File: src/rtl/trigger_sequencer.sv
// Arm/qualify/delay/pulse trigger controller: counts qualifying edges after arming,
// waits a programmable delay, drives a pulse of programmable width, then stops or re-arms.
module trigger_sequencer #(
  parameter int EDGE_W  = 8,
  parameter int DELAY_W = 32,
  parameter int PULSE_W = 16
) (
  input  logic               sampleclk,
  input  logic               reset,
  input  logic               arm,
  input  logic               abort,
  input  logic               edge_in,
  input  logic [EDGE_W-1:0]  cfg_edges,
  input  logic [DELAY_W-1:0] cfg_delay,
  input  logic [PULSE_W-1:0] cfg_width,
  input  logic               cfg_rearm,
  output logic               trig_out,
  output logic               armed,
  output logic               busy,
  output logic               done,
  output logic [15:0]        fire_count
);

  typedef enum logic [2:0] {
    S_IDLE,
    S_ARMED,
    S_DELAY,
    S_PULSE,
    S_DONE
  } state_t;

  state_t             state_q, state_d;
  logic [EDGE_W-1:0]  edge_cnt_q, edge_cnt_d;
  logic [DELAY_W-1:0] dly_cnt_q, dly_cnt_d;
  logic [PULSE_W-1:0] wid_cnt_q, wid_cnt_d;
  logic [EDGE_W-1:0]  sh_edges_q, sh_edges_d;
  logic [DELAY_W-1:0] sh_delay_q, sh_delay_d;
  logic [PULSE_W-1:0] sh_width_q, sh_width_d;
  logic               sh_rearm_q, sh_rearm_d;
  logic [15:0]        fire_cnt_q, fire_cnt_d;
  logic               trig_q, trig_d;
  logic               armed_q, armed_d;
  logic               busy_q, busy_d;
  logic               done_q, done_d;

  logic [EDGE_W:0]    edge_inc;
  logic               load_cfg;

  // One bit wider so the compare against the edge target can never wrap.
  assign edge_inc = {1'b0, edge_cnt_q} + (EDGE_W+1)'(1);

  // NOTE: sequential state uses non-blocking assignments only, so every flop
  // samples the pre-edge value of every other flop regardless of statement order.
  always_ff @(posedge sampleclk) begin
    if (reset) begin
      state_q    <= S_IDLE;
      edge_cnt_q <= '0;
      dly_cnt_q  <= '0;
      wid_cnt_q  <= '0;
      sh_edges_q <= '0;
      sh_delay_q <= '0;
      sh_width_q <= '0;
      sh_rearm_q <= 1'b0;
      fire_cnt_q <= '0;
      trig_q     <= 1'b0;
      armed_q    <= 1'b0;
      busy_q     <= 1'b0;
      done_q     <= 1'b0;
    end else begin
      state_q    <= state_d;
      edge_cnt_q <= edge_cnt_d;
      dly_cnt_q  <= dly_cnt_d;
      wid_cnt_q  <= wid_cnt_d;
      sh_edges_q <= sh_edges_d;
      sh_delay_q <= sh_delay_d;
      sh_width_q <= sh_width_d;
      sh_rearm_q <= sh_rearm_d;
      fire_cnt_q <= fire_cnt_d;
      trig_q     <= trig_d;
      armed_q    <= armed_d;
      busy_q     <= busy_d;
      done_q     <= done_d;
    end
  end

  // NOTE: every signal written here gets a default first so no path leaves it
  // unassigned, which would otherwise infer a latch.
  always_comb begin
    state_d    = state_q;
    edge_cnt_d = edge_cnt_q;
    dly_cnt_d  = dly_cnt_q;
    wid_cnt_d  = wid_cnt_q;
    fire_cnt_d = fire_cnt_q;
    load_cfg   = 1'b0;

    if (abort) begin
      state_d = S_IDLE;
    end else begin
      case (state_q)
        S_IDLE, S_DONE: begin
          if (arm) begin
            state_d  = S_ARMED;
            load_cfg = 1'b1;
          end
        end
        S_ARMED: begin
          if (edge_in) begin
            edge_cnt_d = edge_inc[EDGE_W-1:0];
            if (edge_inc == {1'b0, sh_edges_q}) begin
              if (sh_delay_q != '0) begin
                state_d   = S_DELAY;
                dly_cnt_d = sh_delay_q;
              end else begin
                state_d   = S_PULSE;
                wid_cnt_d = sh_width_q;
              end
            end
          end
        end
        S_DELAY: begin
          // Down-count from D so the full DELAY_W range is usable without wrap.
          dly_cnt_d = dly_cnt_q - DELAY_W'(1);
          if (dly_cnt_q == DELAY_W'(1)) begin
            state_d   = S_PULSE;
            wid_cnt_d = sh_width_q;
          end
        end
        S_PULSE: begin
          wid_cnt_d = wid_cnt_q - PULSE_W'(1);
          if (wid_cnt_q == PULSE_W'(1)) begin
            if (fire_cnt_q != 16'hFFFF) fire_cnt_d = fire_cnt_q + 16'd1;
            if (sh_rearm_q) begin
              state_d    = S_ARMED;
              edge_cnt_d = '0;
            end else begin
              state_d = S_DONE;
            end
          end
        end
        default: state_d = S_IDLE;
      endcase
    end

    // Zero edge/width configurations alias to one, folded in at capture time.
    sh_edges_d = sh_edges_q;
    sh_delay_d = sh_delay_q;
    sh_width_d = sh_width_q;
    sh_rearm_d = sh_rearm_q;
    if (load_cfg) begin
      sh_edges_d = (cfg_edges == '0) ? EDGE_W'(1) : cfg_edges;
      sh_delay_d = cfg_delay;
      sh_width_d = (cfg_width == '0) ? PULSE_W'(1) : cfg_width;
      sh_rearm_d = cfg_rearm;
      edge_cnt_d = '0;
    end
  end

  // Outputs are decoded from the next state and registered alongside it.
  always_comb begin
    trig_d  = (state_d == S_PULSE);
    armed_d = (state_d == S_ARMED);
    busy_d  = (state_d == S_ARMED) || (state_d == S_DELAY) || (state_d == S_PULSE);
    done_d  = (state_d == S_DONE);
  end

  assign trig_out   = trig_q;
  assign armed      = armed_q;
  assign busy       = busy_q;
  assign done       = done_q;
  assign fire_count = fire_cnt_q;

endmodule
File: config.mk
export PLATFORM = sky130hd
export DESIGN_NAME = trigger_sequencer
export DESIGN_NICKNAME = d
export VERILOG_FILES = /design/src/rtl/trigger_sequencer.sv
export SDC_FILE = /design/constraint.sdc
export NUM_CORES = 1
export LEC_CHECK = 0
export CAP_MARGIN = 15
export CORE_UTILIZATION = 51
export CTS_CLUSTER_SIZE = 28
export DETAILED_ROUTE_END_ITERATION = 10
export GPL_ROUTABILITY_DRIVEN = 0
export HOLD_SLACK_MARGIN = 0.08
export PLACE_DENSITY = 0.88
export SLEW_MARGIN = 20
export SYNTH_ARGS = -nofsm -noshare
export SYNTH_HDL_FRONTEND = slang
export SYNTH_SLANG_ARGS = --single-unit
File: constraint.sdc
create_clock -name sampleclk -period 2.6 [get_ports sampleclk]
set_input_delay 0.52 -clock sampleclk [delete_from_list [all_inputs] [get_ports sampleclk]]
set_output_delay 0.52 -clock sampleclk [all_outputs]
set_load 0.005 [all_outputs]
==> impl_metrics.toml, run 1 <==
[clocking]
cts_setup_buffers = 0
cts_tree = "done"
clock_latency_ns = 0.43
cts_inserted_buffers = 17
htreeDepth = 4
post_cts_resized = 0
clock-sinks = 136
path_clk_slew_ns = 0.06
cts-root-buf = "clkbuf_16"
hold_buffers = 0
cts_buffer_depth = 2

[pwr]
power.internal_mw = 3.87
power_mw = 5.23
power.density_nw_per_um2 = 578
pwr-share-seq_pct = 41.9
switching_share_pct = 26.0
ir_drop_mv = 0.481
combPwrFrac_pct = 11.5
p_leak_nw = 3.20
p_switching_mw = 1.36
clkPwrFrac_pct = 46.6

[logic_synthesis]
syn_area_per_cell_um2 = 7.79
synthArstFlopShare_pct = 0
synth_cell_type_count = 66
syn_nets = 983
synth_warnings = 0
synth_edf_count = 0
synth_top_flop_cell = "dfxtp_1"
synth-seq-cells = 136
netlist_instances = 915
netlist_area_um2 = 7130
ys_seq_area_share_pct = 38.2

[global_routing]
grt_util_all_layers_pct = 29.7
grt_pass1_wl_um = 34400
antenna_found_initial = 0
grt_overflow_total = 0
first_global_vias = 7277
grt_max_degree = 60

[final_layout]
nNetsFinal = 1064
antenna_cells = 0
multi_input_area_um2 = 4130
stdcell_count = 1185
drive_gt1_share_pct = 11.8
area_growth_pct = 26.9
fillers = 1119
seqCellArea_um2 = 2720
final_util_pct = 67.2

[sta]
report.final.hold_viol_count = 0
fmax_mhz = 405
period_share_pct = 95.0
setup_viol = 0
drv_slew = 0
fin_skew_ns = 0.00667
period_needed_ns = 2.47
holdWs_ns = 0.392
worst-slew-pin-transition_ns = 0.725
rsz0062_at_grt = "false"
slew_headroom_pct = 51.5
tns_ns = 0

[routing]
viasPerCell = 6.46
wirelength_um = 20900
dr.pass1.iters = 6
drtIter0Drc = 870
wl_per_cell_um = 17.6
vias = 7657
drc = 0
ant_nets = 0

[place]
io_buffers = 81
dp_hpwl_um = 13800
place_inst = 1153

[floorplanning]
initial_core_util_pct = 53.0
die_width_um = 120
coreArea_um2 = 13500
row_count = 42
top_level_ports = 82
die-height_um = 120
dieArea_um2 = 14400

[critical_path]
start_kind = "register"
critical_path.top_delay_family = "simple AND/OR/NAND/NOR gates"
required_ns = 2.92
endpoint_kind = "register"
critical_path_class = "register to register"
r2r_setup_slack_ns = 0.13
crit_fanout = 7
path_cells = "or4_4 -> or3_1 -> nor4_4 -> nand3_2 -> nor4_2 -> mux2_2"
cp_num_buf_inv = 0
slowest_delay_ns = 0.55
crit_path_top_delay_cell = "or4_4"
cp.arrival_ns = 2.79

[status]
outcome = "finished, final reports clean"

[worst_hold_path]
min_path_type = "input pin to register"

[job]
drv_cap = 0
-- flip-flops by register name, summed over array words and instances, names as in the netlist --
register	flops
armed	1
trig_out	1
sh_width_q	16
state_q	3
fire_count	16
wid_cnt_q	16
edge_cnt_q	8
sh_delay_q	32
busy	1
sh_rearm_q	1
dly_cnt_q	32
sh_edges_q	8
done	1
-- power groups by stage --
stage	Combinational, mW	Sequential, mW	Clock (mW)
after global placement	0.564	2.23	0
final	0.603	2.19	2.44
after global routing	0.652	2.19	2.55
after floorplan	0.326	2.21	0
after CTS	0.579	2.19	2.44
after detailed placement	0.572	2.23	0
-- per-stage QoR --
step                setup slack [ns]  instance area (um2)
finish                         0.130                 9040
global route                 0.00116                 9040
CTS                          0.00142                 8960
detailed placement           0.00578                 8360
global placement              0.0359                 8360
floorplan                     0.0136                 7130
-- routing by layer --
layer | GRT usage [%] | up-vias | share of wire, %
li1 | - | 3585 | -
met1 | 36.7 | 3549 | 41
met2 | 47.4 | 423 | 47
met3 | 6.70 | 100 | 7.7
met4 | 16.8 | 0 | 4.6
met5 | 0 | - | 0
-- worst reg2reg max path: cells and delay by family (launching register included) --
kind	cells	cell delay, ns
and+or+nand+nor	5	1.66
DFF	1	0.35
muxes	1	0.35
-- worst paths after layout --
path	from	cells past startpoint	end
max	wid_cnt_q[7]$_SDFFE_PP0P_	6	fire_count[15]$_SDFFE_PP0P_
min	reset	2	sh_width_q[1]$_SDFFE_PP0P_
max reg2reg	wid_cnt_q[7]$_SDFFE_PP0P_	6	fire_count[15]$_SDFFE_PP0P_
min reg2reg	sh_width_q[11]$_SDFFE_PP0P_	2	sh_width_q[11]$_SDFFE_PP0P_
-- cell families after synthesis --
group | count (synthesis) | synth area share [%]
flip-flops | 136 | 38.2
adder cells (fa/ha/maj) | 6 | 1.05
AO/OA/AOI/OAI | 285 | 27.6
buffers and inverters | 98 | 5.27
AND/OR/NAND/NOR | 374 | 25.7
XOR/XNOR | 14 | 1.93
multiplexers | 2 | 0.299
-- area by class of cell --
cell class / instances / area share (%)
clock buffers: 19 / 5.01
clock inverters: 13 / 1.59
inverters: 24 / 0.996
multi-input cells: 681 / 45.7
flip-flops and latches: 136 / 30.1
well taps: 176 / 2.43
repair buffers: 136 / 14.2
-- synth_stat cells (4+ instances only) --
library cell,count,area (um2)
o211ai_1,13,97.6
clkbuf_1,67,251
o31a_1,4,35.0
nor2b_1,9,56.3
and3_1,8,50.1
or4_1,7,52.6
o221ai_1,10,87.6
a221o_1,7,70.1
o32ai_1,13,114
nand2_1,144,541
nor3b_1,4,30.0
nor4_1,26,163
xor2_1,10,87.6
nand4_1,13,81.3
o31ai_1,4,30.0
nand3_1,21,105
a221oi_1,22,193
ha_1,6,75.1
a32o_1,17,170
o21ai_0,42,210
and4_1,5,43.8
a21oi_1,86,430
and2_1,5,31.3
o22ai_1,7,43.8
a22o_1,12,105
or3_1,22,138
inv_1,23,86.3
dfxtp_1,136,2720
a31oi_1,9,56.3
nor2_1,64,240
nor3_1,30,150
a211oi_1,10,75.1
a22oi_1,6,45.0
-- layout by cell type (no fill, tap or decap), types with 4 or more instances in the layout --
cell | netlist | layout
clkdlybuf4s50_1 | 0 | 80
nor2_1 | 64 | 62
nor3_1 | 30 | 28
nor2b_1 | 9 | 8
a221oi_1 | 22 | 21
inv_1 | 23 | 23
o32ai_1 | 13 | 13
nor4_1 | 26 | 23
and3_1 | 8 | 8
or4_1 | 7 | 7
nand3_1 | 21 | 20
buf_4 | 1 | 51
and4_1 | 5 | 5
o21ai_0 | 42 | 42
nor4_2 | 1 | 4
a211oi_1 | 10 | 9
buf_12 | 0 | 5
o221ai_1 | 10 | 10
and2_1 | 5 | 5
clkbuf_16 | 0 | 17
nand4_1 | 13 | 13
ha_1 | 6 | 6
xor2_1 | 10 | 10
nand2_1 | 144 | 143
o22ai_1 | 7 | 7
a22oi_1 | 6 | 6
nor3b_1 | 4 | 4
a31oi_1 | 9 | 9
o31ai_1 | 4 | 4
dfxtp_1 | 136 | 135
clkinvlp_4 | 0 | 4
a22o_1 | 12 | 12
or3_1 | 22 | 22
a221o_1 | 7 | 7
a21oi_1 | 86 | 86
o31a_1 | 4 | 4
a32o_1 | 17 | 17
o211ai_1 | 13 | 13
Power figures use the tool's default switching activity.
==> inputs of run 2 (changes only) <==
--- a/config.mk
+++ b/config.mk
@@ -12,6 +12,7 @@
 export GPL_ROUTABILITY_DRIVEN = 0
 export HOLD_SLACK_MARGIN = 0.08
 export PLACE_DENSITY = 0.88
+export RECOVER_POWER = 25
 export SLEW_MARGIN = 20
 export SYNTH_ARGS = -nofsm -noshare
 export SYNTH_HDL_FRONTEND = slang
==> impl_metrics.toml, run 2 (synthesis results as in run 1) <==
[status]
outcome = "finished, final reports clean"

[final_layout]
drive_gt1_share_pct = 11.7
nNetsFinal = 1064
reg_top3 = "dly_cnt_q x32, sh_delay_q x32"
area_growth_pct = 26.7
antenna_cells = 0
final_common_cell = "nand2_1"
final_cell_mix = "nand2_1 (143), dfxtp_1 (135), a21oi_1 (86)"

[pwr]
ir_drop_mv = 0.484
power.density_nw_per_um2 = 579
power_mw = 5.23
p_leak_nw = 3.25

[sta]
rsz0062_at_grt = "false"
setup_viol = 0
fin_skew_ns = 0.00649
drv_slew = 0
report.final.hold_viol_count = 0
period_needed_ns = 2.47
worst-slew-pin-transition_ns = 0.734
period_share_pct = 95.1
tns_ns = 0
fmax_mhz = 405
slew_headroom_pct = 50.9

[clocking]
cts_buffer_depth = 2
clock_latency_ns = 0.43
clock-sinks = 136
path_clk_slew_ns = 0.06
hold_buffers = 0
htreeDepth = 4
cts-root-buf = "clkbuf_16"
cts_tree = "done"
cts_inserted_buffers = 17

[floorplanning]
initial_core_util_pct = 53.0
coreArea_um2 = 13500
die-height_um = 120
top_level_ports = 82
dieArea_um2 = 14400
die_width_um = 120
row_count = 42

[global_routing]
grt_overflow_total = 0
first_global_vias = 7277
grt_util_all_layers_pct = 29.7
grt_pass1_wl_um = 34400
grt_max_degree = 60
antenna_found_initial = 0

[critical_path]
start_kind = "register"
ff2ff_path_depth = 6
endpoint_kind = "register"
r2r-start = "wid_cnt_q[7]$_SDFFE_PP0P_"
slowest_delay_ns = 0.55
critical_path_class = "register to register"
cp.arrival_ns = 2.80
r2r_setup_slack_ns = 0.13
crit_path_top_delay_cell = "or4_4"
crit_fanout = 7
r2r-end = "fire_count[15]$_SDFFE_PP0P_"
required_ns = 2.93
path_cells = "or4_4 -> or3_1 -> nor4_4 -> nand3_2 -> nor4_2 -> mux2_2"

[worst_hold_path]
hold_end = "sh_width_q[1]$_SDFFE_PP0P_"
min_from = "reset"
min_path_cells = 2
min_path_type = "input pin to register"

[place]
io_buffers = 81
dp_hpwl_um = 13800

[routing]
viasPerCell = 6.40
ant_nets = 0
drc = 0
vias = 7589
dr.pass1.iters = 5
drtIter0Drc = 917
wirelength_um = 21100
wl_per_cell_um = 17.8

[job]
drv_cap = 0
==> run 2: cell count changes in the layout (fill, tap and decap cells not counted) <==
cell and delta:
clkdlybuf4s50_1 -18, dlygate4sd3_1 +18, buf_12 -1, buf_4 -1, clkbuf_1 +1, clkbuf_4 +1
==> run 2: cell type report <==
| cell class | count | area, um2 |
|---|---|---|
| well taps | 176 | 220 |
| repair buffers | 136 | 1270 |
| fillers | 1123 | 4420 |
| clock buffers | 19 | 453 |
| multi-input cells | 681 | 4130 |
| inverters | 24 | 90.1 |
| clock inverters | 13 | 144 |
| flip-flops and latches | 136 | 2720 |
==> run 2: timing repair <==
item | in CTS | in global routing
setup endpoints to repair | 0 | 34
buffers inserted | 0 | 0
resized for setup | 0 | 17
==> run 2: worst max path at each step <==
stage / startpoint / endpoint / slack, ns / cells past startpoint
finish: wid_cnt_q[7]$_SDFFE_PP0P_ / fire_count[15]$_SDFFE_PP0P_ / 0.13 / 6
global route: dly_cnt_q[22]$_SDFFE_PP0P_ / wid_cnt_q[14]$_SDFFE_PP0P_ / 0.001 / 7
CTS: wid_cnt_q[7]$_SDFFE_PP0P_ / fire_count[15]$_SDFFE_PP0P_ / 0.001 / 6
detailed placement: abort / fire_count[15]$_SDFFE_PP0P_ / 0.006 / 6
global placement: abort / fire_count[15]$_SDFFE_PP0P_ / 0.04 / 6
floorplan: wid_cnt_q[6]$_SDFFE_PP0P_ / fire_count[15]$_SDFFE_PP0P_ / 0.01 / 7
==> run 2: metrics by stage <==
| stage | instances | setup WS, ns | hold slack (ns) | utilization, % | instance area (um2) |
|---|---|---|---|---|---|
| 2_1_floorplan | 915 | 0.0136 | 0.434 | - | 7130 |
| 3_5_place_dp | 1153 | 0.00578 | 0.454 | 62.2 | 8360 |
| 4_1_cts | 1185 | 0.00142 | 0.381 | 66.6 | 8960 |
| 6_report | 1185 | 0.128 | 0.388 | 67.1 | 9030 |
| 3_3_place_gp | 1153 | 0.0359 | 0.445 | 62.2 | 8360 |
| 5_1_grt | 1185 | 0.00116 | 0.388 | 67.1 | 9030 |
==> run 2: where the power goes <==
group / internal, mW / leakage (nW) / switching, mW / total [mW]
registers: 2.14 / 1.10 / 0.0503 / 2.19
logic: 0.260 / 1.86 / 0.339 / 0.599
clock network: 1.47 / 0.282 / 0.971 / 2.44
total: 3.87 / 3.25 / 1.36 / 5.23
==> run 2: worst max-delay path, delay by kind of cell, from the launching register on <==
family,cells,cell delay [ns]
flops,1,0.35
mux,1,0.35
simple gates,5,1.66
==> run 2: metal layers <==
layer,global-route usage [%],up-vias,part of all wire [%]
met5,0,-,0
met4,16.8,0,4.2
met3,6.70,88,8.0
met2,47.4,420,47
met1,36.7,3499,41
li1,-,3582,-
